**src/rtl/mem_port_arbiter.sv**
```systemverilog
// ============================================================================
// mem_port_arbiter : shares the LC-3b memory port between CPU and DMA masters.
// Build option MEM_ARB_RR_EN: round-robin tie-break (default: CPU priority).
// Revision: 1.0
// ============================================================================
`default_nettype none

module mem_port_arbiter #(
  parameter int MEM_LAT = 2,
  parameter int AW      = 16,
  parameter int DW      = 16
) (
  input  logic          clk,
  input  logic          rst_n,
  input  logic          cpu_req,
  input  logic          cpu_we,
  input  logic [AW-1:0] cpu_addr,
  input  logic [DW-1:0] cpu_wdata,
  output logic          cpu_ack,
  output logic [DW-1:0] cpu_rdata,
  input  logic          dma_req,
  input  logic          dma_we,
  input  logic [AW-1:0] dma_addr,
  input  logic [DW-1:0] dma_wdata,
  output logic          dma_ack,
  output logic [DW-1:0] dma_rdata,
  output logic          mem_en,
  output logic          mem_we,
  output logic [AW-1:0] mem_addr,
  output logic [DW-1:0] mem_wdata,
  input  logic [DW-1:0] mem_rdata,
  output logic          owner,
  output logic          busy
);

  typedef enum logic [1:0] {
    IDLE   = 2'd0,
    ACCESS = 2'd1,
    RESP   = 2'd2
  } state_e;

  localparam logic [3:0] CNT_LOAD  = 4'(MEM_LAT - 1);
  localparam logic       ONE_CYCLE = (MEM_LAT == 1) ? 1'b1 : 1'b0;

  state_e        state_q, state_d;
  logic [3:0]    cnt_q, cnt_d;
  logic          lat_we_q, lat_we_d;
  logic [AW-1:0] addr_q, addr_d;
  logic [DW-1:0] wdata_q, wdata_d;
  logic          owner_q, owner_d;
  logic          last_owner_q, last_owner_d;
  logic [DW-1:0] cpu_rdata_q, cpu_rdata_d;
  logic [DW-1:0] dma_rdata_q, dma_rdata_d;
  logic          mem_en_q, mem_en_d;
  logic          mem_we_q, mem_we_d;
  logic          cpu_ack_q, cpu_ack_d;
  logic          dma_ack_q, dma_ack_d;
  logic          busy_q, busy_d;
  logic          grant_dma;

`ifdef MEM_ARB_RR_EN
  // On a tie the master that did not win last time is served.
  assign grant_dma = dma_req & (~cpu_req | ~last_owner_q);
`else
  // Grant history is tracked in both builds; fixed priority never consults it.
  logic last_owner_unused;
  assign last_owner_unused = last_owner_q;
  assign grant_dma = dma_req & ~cpu_req;
`endif

  always_comb begin
    state_d      = state_q;
    cnt_d        = cnt_q;
    lat_we_d     = lat_we_q;
    addr_d       = addr_q;
    wdata_d      = wdata_q;
    owner_d      = owner_q;
    last_owner_d = last_owner_q;
    cpu_rdata_d  = cpu_rdata_q;
    dma_rdata_d  = dma_rdata_q;
    mem_en_d     = 1'b0;
    mem_we_d     = 1'b0;
    cpu_ack_d    = 1'b0;
    dma_ack_d    = 1'b0;

    case (state_q)
      IDLE: begin
        if (cpu_req || dma_req) begin
          owner_d      = grant_dma;
          last_owner_d = grant_dma;
          lat_we_d     = grant_dma ? dma_we    : cpu_we;
          addr_d       = grant_dma ? dma_addr  : cpu_addr;
          wdata_d      = grant_dma ? dma_wdata : cpu_wdata;
          cnt_d        = CNT_LOAD;
          state_d      = ACCESS;
          mem_en_d     = 1'b1;
          mem_we_d     = ONE_CYCLE & lat_we_d;
        end
      end
      ACCESS: begin
        if (cnt_q == 4'd0) begin
          state_d   = RESP;
          cpu_ack_d = ~owner_q;
          dma_ack_d = owner_q;
          if (!lat_we_q) begin
            if (owner_q) dma_rdata_d = mem_rdata;
            else         cpu_rdata_d = mem_rdata;
          end
        end else begin
          // Output flops are loaded one cycle ahead, so the strobe for the
          // final ACCESS cycle is decided while cnt is still 1.
          cnt_d    = cnt_q - 4'd1;
          mem_en_d = 1'b1;
          mem_we_d = lat_we_q & (cnt_q == 4'd1);
        end
      end
      RESP:    state_d = IDLE;
      default: state_d = IDLE;
    endcase

    busy_d = (state_d != IDLE);
  end

  always_ff @(posedge clk or negedge rst_n) begin
    if (!rst_n) begin
      state_q      <= IDLE;
      cnt_q        <= 4'd0;
      lat_we_q     <= 1'b0;
      addr_q       <= '0;
      wdata_q      <= '0;
      owner_q      <= 1'b0;
      last_owner_q <= 1'b1;
      cpu_rdata_q  <= '0;
      dma_rdata_q  <= '0;
      mem_en_q     <= 1'b0;
      mem_we_q     <= 1'b0;
      cpu_ack_q    <= 1'b0;
      dma_ack_q    <= 1'b0;
      busy_q       <= 1'b0;
    end else begin
      state_q      <= state_d;
      cnt_q        <= cnt_d;
      lat_we_q     <= lat_we_d;
      addr_q       <= addr_d;
      wdata_q      <= wdata_d;
      owner_q      <= owner_d;
      last_owner_q <= last_owner_d;
      cpu_rdata_q  <= cpu_rdata_d;
      dma_rdata_q  <= dma_rdata_d;
      mem_en_q     <= mem_en_d;
      mem_we_q     <= mem_we_d;
      cpu_ack_q    <= cpu_ack_d;
      dma_ack_q    <= dma_ack_d;
      busy_q       <= busy_d;
    end
  end

  assign cpu_ack   = cpu_ack_q;
  assign dma_ack   = dma_ack_q;
  assign cpu_rdata = cpu_rdata_q;
  assign dma_rdata = dma_rdata_q;
  assign mem_en    = mem_en_q;
  assign mem_we    = mem_we_q;
  assign mem_addr  = addr_q;
  assign mem_wdata = wdata_q;
  assign owner     = owner_q;
  assign busy      = busy_q;

endmodule

`default_nettype wire

```
**config.mk**
```make
export PLATFORM = sky130hd
export DESIGN_NAME = mem_port_arbiter
export DESIGN_NICKNAME = d
export VERILOG_FILES = /design/src/rtl/mem_port_arbiter.sv
export SDC_FILE = /design/constraint.sdc
export NUM_CORES = 1
export LEC_CHECK = 0
export CAP_MARGIN = 20
export CORE_MARGIN = 2
export CORE_UTILIZATION = 40
export DETAILED_ROUTE_END_ITERATION = 12
export GPL_TIMING_DRIVEN = 0
export HOLD_SLACK_MARGIN = 0.03
export MAX_ROUTING_LAYER = met4
export PLACE_DENSITY = 0.84
export SETUP_SLACK_MARGIN = 0.3
export SLEW_MARGIN = 15
export SYNTH_ARGS = -nofsm -noshare
export SYNTH_HDL_FRONTEND = slang
export SYNTH_SLANG_ARGS = --single-unit
```
**constraint.sdc**
```tcl
create_clock -name clk -period 3.6 [get_ports clk]
set_input_delay 0.72 -clock clk [delete_from_list [all_inputs] [get_ports clk]]
set_output_delay 0.72 -clock clk [all_outputs]
set_load 0.02 [all_outputs]
```
==> results of run 1 <==
[per-layer routing]
| metal | GRT usage, % |
|---|---|
| met5 | - |
| met1 | 25.9 |
| met3 | 4.27 |
| met2 | 34.3 |
| met4 | 7.98 |
[cells in the mapped netlist (all sizes together)]
cell,number
dfrtp,77
o21ai,67
mux2,34
mux2i,33
clkbuf,12
buf,6
nor2,4
nor3,4
ha,3
nor2b,3
a21oi,2
inv,2
nand2,2
o22ai,2
a21boi,1
a31o,1
a32o,1
and3,1
nand2b,1
nand4b,1
nand4bb,1
nor3b,1
nor4b,1
o21a,1
or2,1
or3b,1
or4,1
[kinds of logic after synthesis]
logic type	synth area share [%]
AO/OA/AOI/OAI	11.7
adder cells (fa/ha/maj)	1.12
buffers and inverters	2.96
AND/OR/NAND/NOR	4.05
multiplexers	22.5
flip-flops	57.7
[per-stage QoR]
stage                     utilization, %  setup TNS (ns)  hold WS (ns)
after detailed placement            61.8               0         0.481
after floorplan                        -               0         0.424
after global routing                64.2               0         0.281
after CTS                           64.2               0         0.262
after global placement              61.4          -59.64         0.476
==> flow_summary.yaml, run 1 <==
status:
  status: "aborted with a tool error"
  lastStage: "detailed routing (5_2_route)"
  firstError: "[ERROR DRT-0255] Maze Route cannot find path of net clk in worker of routeBox ( 48300 0 ) ( 95385 48300 )."
clocking:
  cts_sinks: 77
  cts_made_buffers: 9
  post_cts_resized: 0
  clk_path_buf_depth: 2
  cts_hold_buf: 0
  htree_levels: 3
  cts_root_buf: "clkbuf_8"
  cts_setup_buffers: 0
placement:
  pre_cts_slack_ns: 0.904
  globalplace.congestion: 0.821
  dp_hpwl_mm: 6.60
  dp.cells: 525
  dpl_cell_area_mm2: 0.00505
  port_buffers: 155
grt:
  grt_max_degree: 56
  antenna_found_initial: 0
  grt_pass1_vias: 2872
  grt_use_total_pct: 21.0
  grt_pass1_wl_mm: 14.1
  grt-ovfl-total: 0
synth:
  synth-seq-cells: 77
  yosysTopAreaCellShare_pct: 57.7
  synthCells: 264
  synth_cell_types: 32
  synthTopCellsByArea: "dfrtp_1, mux2i_1, o21ai_0, mux2_2, mux2_4"
  synth_nets: 353
  post_synth.cell_area_avg_um2: 12.7
  netlist_area_mm2: 0.00334
  synth_seq_area_share_pct: 57.7
  yosysTopAreaCell: "dfrtp_1"
  synth_warnings: 0
die:
  fp-row-count: 33
  die_h_um: 95.4
  start_util_pct: 40.9
  boundaryPins: 156
  fp.dieW_um: 95.4
==> inputs of run 2 (changes only) <==
--- a/config.mk
+++ b/config.mk
@@ -7,13 +7,10 @@
 export LEC_CHECK = 0
 export CAP_MARGIN = 20
 export CORE_MARGIN = 2
-export CORE_UTILIZATION = 40
+export CORE_UTILIZATION = 25
 export DETAILED_ROUTE_END_ITERATION = 12
 export GPL_TIMING_DRIVEN = 0
-export HOLD_SLACK_MARGIN = 0.03
-export MAX_ROUTING_LAYER = met4
-export PLACE_DENSITY = 0.84
-export SETUP_SLACK_MARGIN = 0.3
+export PLACE_DENSITY_LB_ADDON = 0.15
 export SLEW_MARGIN = 15
 export SYNTH_ARGS = -nofsm -noshare
 export SYNTH_HDL_FRONTEND = slang
==> flow_summary.yaml, run 2 <==
die:
  die_h_um: 120
  fp-row-count: 42
  start_util_pct: 25.4
  boundaryPins: 156
  fp.dieW_um: 120
  die_area_mm2: 0.0143
  core_area_mm2: 0.0131
setup_path:
  ff2ff_setup_slack_ns: 1.03
  crit_fanout: 10
  startpoint: "cnt_q[1]"
  worstPathRequired_ns: 3.82
  cp.arrival_ns: 2.78
  end_kind: "register"
  cp-start-kind: "register"
  r2r_cells: 6
  regToRegEndpoint: "dma_rdata[14]"
  r2r_start: "cnt_q[1]"
  crit_type: "reg -> reg"
synth:
  netlist_area_mm2: 0.00334
  synth_cell_types: 32
  synth_edf_count: 0
  synth.most_common_cell: "dfrtp_1"
  synth_nets: 353
  synth_seq_area_share_pct: 57.7
  synth-seq-cells: 77
  synth_commonest_cells: "dfrtp_1, o21ai_0, mux2i_1"
  synthCells: 264
  yosysTopAreaCell: "dfrtp_1"
  synthTopCellsByArea: "dfrtp_1, mux2i_1, o21ai_0, mux2_2, mux2_4"
  async_flop_share_pct: 100
  synthFlopType: "dfrtp_1"
  yosysTopAreaCellShare_pct: 57.7
  post_synth.cell_area_avg_um2: 12.7
  synth_warnings: 0
timing:
  rsz0062_at_grt: "false"
  hold_viol_final: 0
  fin_crit_ns: 2.57
  slew_viol_final: 0
  setup_viol: 0
  fmax_mhz: 390
  worst_pin_slew_ns: 0.851
  fin_skew_ns: 0.00692
  relSlewSlack_pct: 42.9
  fin_crit_sh_pct: 71.3
pwr:
  leakage_nw: 2.24
  power.density_mw_per_mm2: 878
  max-vdd-ir-drop_mv: 0.239
  p_total_mw: 4.79
layout:
  antennaDiodeCount: 0
  layout_commonest_cell: "clkdlybuf4s50_1"
  n_fill_cell: 1319
  finalCoreUtilization_pct: 41.5
  final_layout_size_suffix_gt1_share_pct: 12.8
  instances_no_fill: 612
  final_cell_mix: "clkdlybuf4s50_1, dfrtp_1, o21ai_0"
  nNetsFinal: 520
  syn2layout_area_growth_pct: 63.3
detailed_routing:
  wl_mm: 8.88
  drt_iter0_drc: 132
  wire_per_inst_um: 14.5
  via_per_inst: 4.39
  dr.pass1.iters: 4
  dr_total_vias: 2687
  ant_nets: 0
  drc_errors: 0
status:
  status: "complete, no violations"
grt:
  grt_use_total_pct: 13.1
  grt_max_degree: 41
  grt_pass1_vias: 2819
  grt-ovfl-total: 0
  antenna_found_initial: 0
  grt_pass1_wl_mm: 14.6
worst_hold_path:
  min_path_type: "in -> async"
placement:
  globalplace.congestion: 0.713
  dp.cells: 596
  port_buffers: 155
  dp_hpwl_mm: 6.70
clocking:
  htree_levels: 3
  cts_hold_buf: 0
  path_clk_slew_ns: 0.06
  cts_tree: "built"
  cts_setup_buffers: 0
  cts_sinks: 77
  cts_root_buf: "clkbuf_16"
  cts_made_buffers: 9
  clk_latency_ns: 0.34
  post_cts_resized: 0
  clk_path_buf_depth: 2
flow_run:
  maxCapViolations: 0
==> run 2: power by group <==
group	internal (mW)	switching, mW
clock	0.642	0.341
sequential	1.29	0.227
combinational	1.16	1.13
==> run 2: area by class of cell <==
class / count / area, um2 / area share (%)
Inverter: 2 / 7.51 / 0.138
Clock inverter: 4 / 70.1 / 1.28
Sequential cell: 77 / 1930 / 35.3
Buffer: 18 / 91.3 / 1.67
Timing Repair Buffer: 156 / 1570 / 28.8
Multi-Input combinational cell: 167 / 1320 / 24.1
Tap cell: 176 / 220 / 4.04
Clock buffer: 12 / 256 / 4.70
==> run 2: stage by stage <==
stage               area, um2  TNS, ns  hold WS, ns  setup slack, ns
detailed placement       5130        0        0.486            0.940
finish                   5460        0        0.359             1.03
floorplan                3340        0        0.424             1.45
global route             5460        0        0.408            0.840
CTS                      5460        0        0.377             1.01
global placement         5110   -84.75        0.478            -1.11
==> run 2: worst max-delay path by stage <==
stage | endpoint | slack [ns] | cells past startpoint
6_report | dma_rdata[14] | 1.03 | 6
5_1_grt | dma_rdata[12] | 0.84 | 6
4_1_cts | dma_rdata[11] | 1.01 | 6
3_5_place_dp | mem_addr[7] | 0.94 | 4
3_3_place_gp | mem_addr[11] | -1.11 | 1
2_1_floorplan | cpu_rdata[0] | 1.45 | 7
==> run 2: kinds of logic (layout without fill, tap and decap cells) <==
logic type / after synthesis / after routing / synth area share (%)
buf+inv: 20 / 192 / 2.96
mux: 67 / 67 / 22.5
simple gates: 22 / 22 / 4.05
fa+ha+maj: 3 / 3 / 1.12
flops: 77 / 77 / 57.7
compound gates: 75 / 75 / 11.7
==> run 2: layer usage <==
layer | wire length (um) | track usage (%)
met1 | 3920 | 16.5
met2 | 3920 | 19.9
met3 | 877 | 5.13
met4 | 171 | 5.96
met5 | 0 | 0
==> run 2: critical path, cell delays in order, from the launching register on <==
cell      delay [ns]
dfrtp_1         0.40
inv_1           0.10
ha_1            0.21
nor3b_1         0.58
nand4b_1        0.48
buf_2           0.37
mux2_2          0.30
No activity file was read; power rests on OpenSTA's default activity.
==> inputs of run 3 (changes only) <==
==> constraint.sdc (replaced) <==
create_clock -name clk -period 2.65 [get_ports clk]
set_input_delay 0.53 -clock clk [delete_from_list [all_inputs] [get_ports clk]]
set_output_delay 0.53 -clock clk [all_outputs]
set_load 0.02 [all_outputs]
==> flow_summary.yaml, run 3 (synthesis results as in run 2) <==
status:
  status: "complete, no violations"
placement:
  port_buffers: 155
  dp.cells: 596
  globalplace.congestion: 0.713
  dp_hpwl_mm: 6.70
  pre_cts_slack_ns: 0.0663
layout:
  antennaDiodeCount: 0
  final_layout_size_suffix_gt1_share_pct: 13.1
  instances_no_fill: 612
  nNetsFinal: 520
  syn2layout_area_growth_pct: 63.5
  layout_commonest_cell: "clkdlybuf4s50_1"
  final_cell_mix: "clkdlybuf4s50_1, dfrtp_1, o21ai_0"
setup_path:
  crit_fanout: 10
  cp.arrival_ns: 2.52
  worstPathRequired_ns: 2.86
  cp-start-kind: "register"
  r2r_start: "cnt_q[1]"
  startpoint: "cnt_q[1]"
  end_kind: "register"
  crit_type: "reg -> reg"
clocking:
  path_clk_slew_ns: 0.06
  clk_path_buf_depth: 2
  cts_root_buf: "clkbuf_16"
  clk_latency_ns: 0.34
  cts_made_buffers: 9
  cts_setup_buffers: 0
  htree_levels: 3
  cts_hold_buf: 0
  cts_sinks: 77
  post_cts_resized: 0
  cts_tree: "built"
detailed_routing:
  dr_total_vias: 2681
  wire_per_inst_um: 14.5
  drc_errors: 0
  drt_iter0_drc: 110
  wl_mm: 8.90
  dr.pass1.iters: 4
  ant_nets: 0
  via_per_inst: 4.38
flow_run:
  maxCapViolations: 0
grt:
  grt_pass1_vias: 2819
  use_met1_pct: 16.5
  grt_busiest_layer: "met2"
  grt_max_degree: 41
  grt_util_met3_pct: 5.13
  grt_use_met2_pct: 19.9
  grt-ovfl-total: 0
  antenna_found_initial: 0
  grt_pass1_wl_mm: 14.6
  grt_use_total_pct: 13.1
worst_hold_path:
  min_path_type: "in -> async"
pwr:
  max-vdd-ir-drop_mv: 0.325
  power.density_mw_per_mm2: 1190
  leakage_nw: 2.25
timing:
  fin_crit_sh_pct: 87.0
  slew_viol_final: 0
  fin_crit_ns: 2.30
  hold_viol_final: 0
  worst_slack_ns: 0.345
  fmax_mhz: 434
  fin_skew_ns: 0.00692
  worst_pin_slew_ns: 0.848
  rsz0062_at_grt: "false"
  setup_viol: 0
  finalSetupTns_ns: 0
  relSlewSlack_pct: 43.1
die:
  boundaryPins: 156
  die_h_um: 120
  start_util_pct: 25.4
  fp-row-count: 42
  die_area_mm2: 0.0143
  fp.dieW_um: 120
  core_area_mm2: 0.0131
==> run 3: per-stage QoR <==
| step | hold WS, ns | utilization, % | total power, mW | area, um2 |
|---|---|---|---|---|
| final | 0.169 | 41.6 | 6.52 | 5460 |
| after global routing | 0.218 | 41.6 | 6.95 | 5460 |
| after CTS | 0.187 | 41.5 | 6.62 | 5460 |
| after detailed placement | 0.486 | 39.0 | 5.23 | 5130 |
| after global placement | 0.478 | 38.9 | 5.21 | 5110 |
| after floorplan | 0.234 | - | 3.68 | 3340 |
==> run 3: final cells by class <==
cell class	instances	area, um2
inverters	2	7.51
flip-flops and latches	77	1930
clock buffers	12	256
well taps	176	220
plain buffers	18	91.3
multi-input cells	167	1320
repair buffers	156	1570
clock inverters	4	70.1
fillers	1319	7680
==> run 3: final timing paths <==
check	slack [ns]	to	depth (start not counted)
worst max-delay path	0.35	cpu_rdata[15]	7
worst min-delay path	0.17	dma_rdata[14]	1
worst max register to register	0.35	cpu_rdata[15]	7
worst min register to register	0.49	cpu_rdata[8]	1
max in group asynchronous	1.90	state_q[1]	2
min in group clk	0.49	cpu_rdata[8]	1
==> run 3: routing by layer <==
metal  wire length (um)  up-vias
met5                  0        -
met4                171        0
met3                866       11
met2               3930      116
met1               3940     1270
li1                   -     1284
==> run 3: where the power goes <==
group	total, mW	leakage, nW	internal [mW]	switching (mW)
combinational	3.11	1.15	1.58	1.53
clock	1.34	0.163	0.873	0.464
sequential	2.07	0.930	1.76	0.312
total	6.52	2.25	4.20	2.31
==> run 3: worst max-delay path, cell delays in order, from the launching register on <==
cell     delay [ns]
dfrtp_1        0.41
inv_1          0.11
ha_1           0.20
or3b_4         0.41
or4_1          0.43
buf_6          0.17
buf_8          0.15
mux2_4         0.30
==> inputs of run 4 (changes only) <==
==> constraint.sdc (replaced) <==
create_clock -name clk -period 2.65 [get_ports clk]
set_input_delay 0.53 -clock clk [delete_from_list [all_inputs] [get_ports clk]]
set_output_delay 0.53 -clock clk [all_outputs]
set_load 0.05 [all_outputs]
==> results of run 4 <==
Same layout as run 3 (identical final DEF). Status: complete, no violations.
Among the figures that moved: total power 6.52 mW -> 7.72 mW; worst IR drop on VDD 0.325 mV -> 0.428 mV
